===== src/rtl/game_ctrl_pkg.sv =====
// ============================================================================
// Module   : game_pkg
// Purpose  : Shared state encoding and playfield constants for the paddle game
// Revision : 1.0 - initial release
// ============================================================================
`default_nettype none

package game_pkg;

    typedef enum logic [2:0] {
        ST_IDLE  = 3'd0,
        ST_SERVE = 3'd1,
        ST_PLAY  = 3'd2,
        ST_MISS  = 3'd3,
        ST_OVER  = 3'd4,
        ST_PAUSE = 3'd5
    } game_state_t;

    localparam int SCREEN_WIDTH     = 640;
    localparam int PADDLE_MIN_Y     = 440;
    localparam int PADDLE_MAX_Y     = 460;
    localparam int DEF_LIVES_INIT   = 3;
    localparam int DEF_SERVE_FRAMES = 60;

endpackage

`default_nettype wire


===== src/rtl/game_ctrl_btn_cond.sv =====
// ============================================================================
// Module   : btn_cond
// Purpose  : 2-flop synchroniser, frame-sampled 2-sample debounce, rise pulse
// Revision : 1.0 - initial release
// ============================================================================
`default_nettype none

module btn_cond (
    input  logic clk,
    input  logic rst,
    input  logic btn_i,
    input  logic sample_i,
    output logic db_o,
    output logic rise_o
);

    logic sync1_q;
    logic sync2_q;
    logic samp_q;
    logic db_q;
    logic rise_q;

    always_ff @(posedge clk or posedge rst) begin
        if (rst) begin
            sync1_q <= 1'b0;
            sync2_q <= 1'b0;
            samp_q  <= 1'b0;
            db_q    <= 1'b0;
            rise_q  <= 1'b0;
        end else begin
            sync1_q <= btn_i;
            sync2_q <= sync1_q;
            rise_q  <= 1'b0;
            if (sample_i) begin
                samp_q <= sync2_q;
                // Two agreeing samples flip the debounced level; disagreement holds it.
                if (sync2_q && samp_q) begin
                    db_q   <= 1'b1;
                    rise_q <= ~db_q;
                end else if (!sync2_q && !samp_q) begin
                    db_q   <= 1'b0;
                end
            end
        end
    end

    assign db_o   = db_q;
    assign rise_o = rise_q;

endmodule

`default_nettype wire


===== src/rtl/game_ctrl.sv =====
// ============================================================================
// Module   : game_ctrl
// Purpose  : Frame strobe, button conditioning and serve/play/miss/over FSM.
//            Define GAME_CTRL_PAUSE_EN to enable start-button pause in PLAY.
// Revision : 1.0 - initial release
// ============================================================================
`default_nettype none

module game_ctrl
    import game_pkg::*;
#(
    parameter int LIVES_INIT   = DEF_LIVES_INIT,
    parameter int SERVE_FRAMES = DEF_SERVE_FRAMES,
    parameter int SCORE_W      = 8,
    parameter int LIVES_W      = 2
) (
    input  logic               clk,
    input  logic               rst,
    input  logic               vsync,
    input  logic               btn_left,
    input  logic               btn_right,
    input  logic               btn_start,
    input  logic               ball_hit,
    input  logic               ball_miss,
    output logic               update,
    output logic               left,
    output logic               right,
    output logic               ball_hold,
    output logic               ball_run,
    output logic [LIVES_W-1:0] lives,
    output logic [SCORE_W-1:0] score,
    output logic [2:0]         state
);

    localparam int                 CNT_W      = $clog2(SERVE_FRAMES + 1);
    localparam logic [CNT_W-1:0]   SERVE_LOAD = CNT_W'(SERVE_FRAMES);
    localparam logic [LIVES_W-1:0] LIVES_LOAD = LIVES_W'(LIVES_INIT);

    logic vs_s1_q, vs_s2_q, vs_s3_q, update_q;

    always_ff @(posedge clk or posedge rst) begin
        if (rst) begin
            vs_s1_q  <= 1'b0;
            vs_s2_q  <= 1'b0;
            vs_s3_q  <= 1'b0;
            update_q <= 1'b0;
        end else begin
            vs_s1_q  <= vsync;
            vs_s2_q  <= vs_s1_q;
            vs_s3_q  <= vs_s2_q;
            update_q <= vs_s2_q & ~vs_s3_q;
        end
    end

    logic db_left, db_right, start_press;
    logic w_unused_rise_left, w_unused_rise_right, w_unused_db_start;

    btn_cond u_btn_left (
        .clk      (clk),
        .rst      (rst),
        .btn_i    (btn_left),
        .sample_i (update_q),
        .db_o     (db_left),
        .rise_o   (w_unused_rise_left)
    );

    btn_cond u_btn_right (
        .clk      (clk),
        .rst      (rst),
        .btn_i    (btn_right),
        .sample_i (update_q),
        .db_o     (db_right),
        .rise_o   (w_unused_rise_right)
    );

    btn_cond u_btn_start (
        .clk      (clk),
        .rst      (rst),
        .btn_i    (btn_start),
        .sample_i (update_q),
        .db_o     (w_unused_db_start),
        .rise_o   (start_press)
    );

    game_state_t        state_q, state_d;
    logic [CNT_W-1:0]   cnt_q, cnt_d;
    logic [LIVES_W-1:0] lives_q, lives_d;
    logic [SCORE_W-1:0] score_q, score_d;

    always_ff @(posedge clk or posedge rst) begin
        if (rst) begin
            state_q <= ST_IDLE;
            cnt_q   <= '0;
            lives_q <= LIVES_LOAD;
            score_q <= '0;
        end else begin
            state_q <= state_d;
            cnt_q   <= cnt_d;
            lives_q <= lives_d;
            score_q <= score_d;
        end
    end

    always_comb begin
        state_d = state_q;
        cnt_d   = cnt_q;
        lives_d = lives_q;
        score_d = score_q;
        case (state_q)
            ST_IDLE, ST_OVER: begin
                if (start_press) begin
                    state_d = ST_SERVE;
                    cnt_d   = SERVE_LOAD;
                    lives_d = LIVES_LOAD;
                    score_d = '0;
                end
            end
            ST_SERVE: begin
                if (update_q) begin
                    cnt_d = cnt_q - CNT_W'(1);
                    if (cnt_q == CNT_W'(1)) begin
                        state_d = ST_PLAY;
                    end
                end
            end
            ST_PLAY: begin
                // A miss in the same cycle as a hit takes priority and scores nothing.
                if (ball_miss) begin
                    state_d = ST_MISS;
                end else begin
                    if (ball_hit && (score_q != '1)) begin
                        score_d = score_q + SCORE_W'(1);
                    end
`ifdef GAME_CTRL_PAUSE_EN
                    if (start_press) begin
                        state_d = ST_PAUSE;
                    end
`endif
                end
            end
            ST_MISS: begin
                lives_d = lives_q - LIVES_W'(1);
                if (lives_q == LIVES_W'(1)) begin
                    state_d = ST_OVER;
                end else begin
                    state_d = ST_SERVE;
                    cnt_d   = SERVE_LOAD;
                end
            end
`ifdef GAME_CTRL_PAUSE_EN
            ST_PAUSE: begin
                if (start_press) begin
                    state_d = ST_PLAY;
                end
            end
`endif
            default: state_d = ST_IDLE;
        endcase
    end

    logic dir_en;
    assign dir_en    = (state_q == ST_SERVE) || (state_q == ST_PLAY);
    assign left      = dir_en & db_left & ~db_right;
    assign right     = dir_en & db_right & ~db_left;
    assign ball_run  = (state_q == ST_PLAY);
    assign ball_hold = (state_q != ST_PLAY) && (state_q != ST_PAUSE);
    assign update    = update_q;
    assign lives     = lives_q;
    assign score     = score_q;
    assign state     = state_q;

endmodule

`default_nettype wire


===== config.mk =====
export PLATFORM = sky130hd
export DESIGN_NAME = game_ctrl
export DESIGN_NICKNAME = d
export VERILOG_FILES = /design/src/rtl/game_ctrl_pkg.sv /design/src/rtl/game_ctrl_btn_cond.sv /design/src/rtl/game_ctrl.sv
export SDC_FILE = /design/constraint.sdc
export NUM_CORES = 1
export LEC_CHECK = 0
export CORE_MARGIN = 5
export CORE_UTILIZATION = 25
export CTS_CLUSTER_DIAMETER = 120
export DETAILED_ROUTE_END_ITERATION = 16
export HOLD_SLACK_MARGIN = 0.02
export PLACE_DENSITY = 0.4
export SETUP_SLACK_MARGIN = 0.5
export SLEW_MARGIN = 40
export SYNTH_ARGS = -nofsm -noshare
export SYNTH_HDL_FRONTEND = slang
export SYNTH_SLANG_ARGS = --single-unit

===== constraint.sdc =====
create_clock -name clk -period 2.45 [get_ports clk]
set_clock_uncertainty 0.2 [all_clocks]
set_input_delay 0.6125 -clock clk [delete_from_list [all_inputs] [get_ports clk]]
set_output_delay 0.6125 -clock clk [all_outputs]
set_load 0.03 [all_outputs]

* Yosys cells after proc, flatten, opt, wreduce, memory -nomap -nowiden
Index checks and enable logic that the tools add are counted.
** Cells by class
- $add $sub $neg :: 3
- Equal/unequal tests :: 16
- Muxes and demuxes :: 24
- Bitwise operators :: 9
- Reduce and logical (&&, ||, !) cells :: 30
** Operators by type and width (number)
- 8-bit two-way mux :: 3
- 6-bit two-way mux :: 3
- 6-bit case mux with 3 select lines :: 1
- 8-bit case mux with 2 select lines :: 1
- 3-bit two-way mux :: 5
- 3-bit case mux with 4 select lines :: 1
- 4-bit AND reduction :: 3
- 2-bit != test, second input constant :: 5
- 2-bit nonzero test :: 5
- 8-bit by 1-bit adder with 8-bit output, second input constant :: 1
- 1-bit logical AND :: 8
- 1-bit two-way mux :: 8
- 8-bit != test, second input constant :: 1
- 2-bit AND reduction :: 4
- 3-bit by 2-bit equality test with 1-bit output, second input constant :: 2
- 6-bit by 1-bit equality test with 1-bit output, second input constant :: 1
- 1-bit logical NOT :: 6
- 6-bit by 1-bit subtractor with 6-bit output, second input constant :: 1
- 1-bit AND :: 5
- 2-bit by 1-bit != test with 1-bit output, second input constant :: 2
- 1-bit NOT :: 4
- 2-bit case mux with 2 select lines :: 1
- 3-bit by 1-bit equality test with 1-bit output, second input constant :: 1
- 3-bit equality test, second input constant :: 1
- other kinds (9) :: 9
** Word-level totals
- Flip-flop bits (word level) :: 36
- Logic and storage cells :: 103

* Longest topological paths before layout
- Word-level depth :: 5
- Mapped depth :: 9
- Depth with buffers taken out :: 6

* Hierarchy
Synthesis repeated with hierarchy kept, for this count alone.
** Second synthesis, totals
- Cells, all modules :: 170
- Area, all modules :: 1851.8 µm²
** Modules (own cells, without submodules)
- game_ctrl :: times used 1, cells each 137, area an instance 1296.2 µm², sequential area each 578.1 µm²
- btn_cond :: times used 3, cells each 11, area an instance 185.2 µm², sequential area each 125.1 µm²

* Worst setup path before layout
OpenSTA, ideal clock, no wires.
- Kind :: register to output
- From :: register state_q[0] (netlist: state[0])
- To :: output left
- Arrival :: 2138 ps
- Setup slack :: -500 ps
- Stages on the path, launching flop included :: 5
- Path through :: dfrtp_1 > clkbuf_1 > or3b_1 > and2_1 > nor3b_1
** On the way
- Word-level cells in the longest chain between the ends :: 4
- Elaborated cells on any way between the ends :: 5
** RTL lines
- start: declaration :: RTL line game_ctrl.sv:85 : game_state_t state_q, state_d;
- start signal: assignment :: RTL line game_ctrl.sv:97 : state_q <= state_d;
- 3-bit by 1-bit equality test with 1-bit output or 3-bit by 2-bit equality test with 1-bit output (tied branches) :: RTL line game_ctrl.sv:162 : assign dir_en = (state_q == ST_SERVE) || (state_q == ST_PLAY);
- 1-bit logical OR * :: RTL line game_ctrl.sv:162
- 1-bit AND * (2 in series) :: RTL line game_ctrl.sv:163 : assign left = dir_en & db_left & ~db_right;
- end: declaration :: RTL line game_ctrl.sv:26 : output logic left,
Mark *: on every way between the ends. The rest lies on a longest branch, timed or not.

* Worst setup path in the final report
- From :: register state_q[1] (netlist: state[1])
- To :: output right
** On the way
- Word-level cells in the longest chain between the ends :: 4
- Elaborated cells on any way between the ends :: 5
** RTL lines
- 3-bit by 1-bit equality test with 1-bit output or 3-bit by 2-bit equality test with 1-bit output (tied branches) :: RTL line game_ctrl.sv:162
- 1-bit logical OR * :: RTL line game_ctrl.sv:162
- 1-bit AND * (2 in series) :: RTL line game_ctrl.sv:164 : assign right = dir_en & db_right & ~db_left;
- end: declaration :: RTL line game_ctrl.sv:27 : output logic right,
Marked as above.

==> impl_results.md <==
* Outcome: finished with violations
* Failing checks: negative setup slack
* P_leak at 1.061 nW
* Post-route setup slack at -5.955 ps
* Chip width at 95.13 um
* Starting Density at 25.39%
* CTS Buffer Depth at 2
* Reg2reg path depth at 10
* Clock power share at 22.4%
* Port Buf Inserts at 25
* Row cnt at 31
* Critical Path AT at 1640 ps
* Vias at 1,482
* Clock sinks at 36
* Area Growth Syn to Fin at 39.09%
* Die area at 9050 um^2
* Most frequent cells in the layout: 28 x dfrtp_1, 16 x buf_4, 15 x buf_6, 11 x o21ai_0
* Setup-failing EPs final at 1
* Asr flop ratio synth at 100.0%
* Period minus WS final at 2456 ps
* Share of cells above drive strength 1 at 35.62%
* CTS tree: done
* Avg Synthesized Cell Area at 10.78 um^2
* PnR Total Power at 1.892 mW
* Most used DFF post-synth: dfrtp_1
* Synthesized cell area at 1812 um^2
* Max incr delay on CP at 450 ps
* Startpoint Class: flip-flop
* Detail Placement HPWL at 2935 um
* Dpl cells at 294
* # DRC at 0
* F_max at 407.2 MHz
* CP max stage cell: dfrtp_2
* Cts bufs inserted at 5
* Count of final max-slew check failures at 0
* Comb power frac at 35.4%
* Net Count, Synth at 183
* Int Pwr at 1.223 mW
* Largest net degree at the start of global routing at 37
* Synth warn at 0
* Register area share after synthesis at 49.86%
* Worst Path Max Fanout at 5
* Most common cell after layout, fill and taps aside: dfrtp_1
* Power share of the sequential group at 42.2%
* CP Cell Sequence: or3b_4 > and2_4 > nor3b_4 > buf_6
* Clock root cell: clkbuf_8
* Worst vdd ir at 0.0002685 V
* Switching pwr at 669.7 uW
* First-pass GRT wire length at 7038 um
* Gate Count Post-Synth at 168
* Worst-margin pin slew at 483.4 ps
* CP Class: flip-flop to output port
* Power per standard cell area at 750.9 nW/um^2
* Max H-tree Level at 2
* Core Box Area at 7137 um^2
* Final Hold Fails at 0
* #FFs+latches synth at 36
* Antenna violations before repair at 0
* Switching Share at 35.39%
* Worst hold slack at 151.2 ps
* # IOs at 26
* RSZ-0062 raised after global routing: yes
* HP Class: flip-flop to flip-flop
* Vias in the first global route at 1,457
* Grt ovf at 0
* Reg clk slew, reported paths at 70 ps
* Post-Route WL at 4254 um
* Max-cap check violation count at 0
* N_diodes at 0
* Pre-antenna DRT Iters at 4
* Post-place setup slack at 141.4 ps
* Remaining antenna violation count at 0
* GRT Total Usage at 10.00%
* DR WL/cell at 13.38 um
* Min-Delay Path Depth at 0
* Clk_lat worst skew at 290 ps
* Final TNS setup at -5.955 ps
* Synth cell types at 44
* First-iteration detailed-routing DRC count at 29
* Fin crit share at 100.2%
* Slew Limit Headroom at 67.78%
* Layout Cells excl Fill at 318
* Vias/cell at 4.660
* Layout Nets at 233
* Worst setup EP type: output port
* Number of synthesized flops with an enable pin at 0
* Chip height at 95.13 um
* Routability Congestion at 0.7536
* CP required at 1640 ps
[final timing paths]
path                                      from                  end  slack, ps
setup / recovery                      state[1]                right         -6
hold / removal             u_btn_start.sync1_q  u_btn_start.sync2_q        150
setup reg to reg                      state[2]             score[0]        170
hold reg to reg            u_btn_start.sync1_q  u_btn_start.sync2_q        150
max in group asynchronous                  rst             state[1]       1150
min in group asynchronous                  rst     u_btn_right.db_o        530
[critical path, delay by kind of cell (launching register included)]
kind,cells,cell delay [ps]
DFF,1,450
and+or+nand+nor,3,750
buffers and inverters,1,150
[power groups by stage]
stage                     combinational, mW  clock (mW)  sequential (mW)
after floorplan                       0.400           0            0.835
after global placement                0.606           0            0.815
after detailed placement              0.611           0            0.817
after CTS                             0.626       0.456            0.805
after global routing                  0.737       0.473            0.814
final                                 0.671       0.423            0.798
[logic make-up (layout without fill, tap and decap cells)]
logic type,Yosys count,count (layout),share of synthesized area [%]
AOI/OAI and AO/OA,40,40,15.95
adders and majority gates,7,7,4.834
buffers and inverters,17,68,5.110
DFF,36,36,49.86
muxes,8,8,5.110
and+or+nand+nor,60,60,19.13
[registers in the layout, summed over array words and instances, names as in the netlist, 2 cells and up]
signal  flops
score       8
cnt_q       6
state       3
lives       2
[Yosys cell counts, types with 2 or more instances]
cell type  instances  area share (%)
dfrtp_1           34              47
nor2_1            11             2.3
nor2b_1           11             3.8
o21ai_0           11             3.0
inv_1              9             1.9
ha_1               7             4.8
nand2_1            7             1.5
mux2_2             6             3.7
a32o_1             5             2.8
o211ai_1           5             2.1
a21oi_1            4             1.1
nand2b_1           4             1.4
nand3_1            4             1.1
nand4_1            4             1.4
buf_6              3             1.9
clkbuf_1           3            0.62
nor4_1             3             1.0
or3_1              3             1.0
a22o_1             2            0.97
and3b_1            2            0.97
dfstp_2            2             2.9
nor3_1             2            0.55
nor3b_1            2            0.83
o221ai_1           2            0.97
o22ai_1            2            0.69
o31ai_1            2            0.83
[per-stage QoR]
| step | instance area, um^2 | utilization (%) |
|---|---|---|
| floorplan | 1883 | - |
| global placement | 2243 | 31.43 |
| detailed placement | 2243 | 31.43 |
| CTS | 2429 | 34.03 |
| global route | 2520 | 35.31 |
| finish | 2520 | 35.31 |
[routing by layer]
layer,wire length [um],GRT usage (%),up-vias
met2,2069,16.91,26
met1,1928,11.93,734
li1,-,-,715
met5,0,0,-
met4,72,3.726,0
met3,183,2.999,7
[timing repair]
| item | CTS | global route |
|---|---|---|
| endpoints found under the setup margin | 30 | 18 |
| pin swaps | 4 | 6 |
| gates resized for setup | 59 | 20 |
| setup buffers | 10 | 6 |
| hold buffers | 0 | 0 |
[area by class of cell]
type | count | area (um^2)
fill | 730 | 4617
timing repair buffer | 50 | 464.2
multi-input combinational | 115 | 888.4
clock inverter | 3 | 18.77
clock buffer | 5 | 68.82
inverter | 10 | 45.04
tap | 99 | 123.9
sequential | 36 | 910.9
Note: power is estimated with default switching activity, not from simulation.
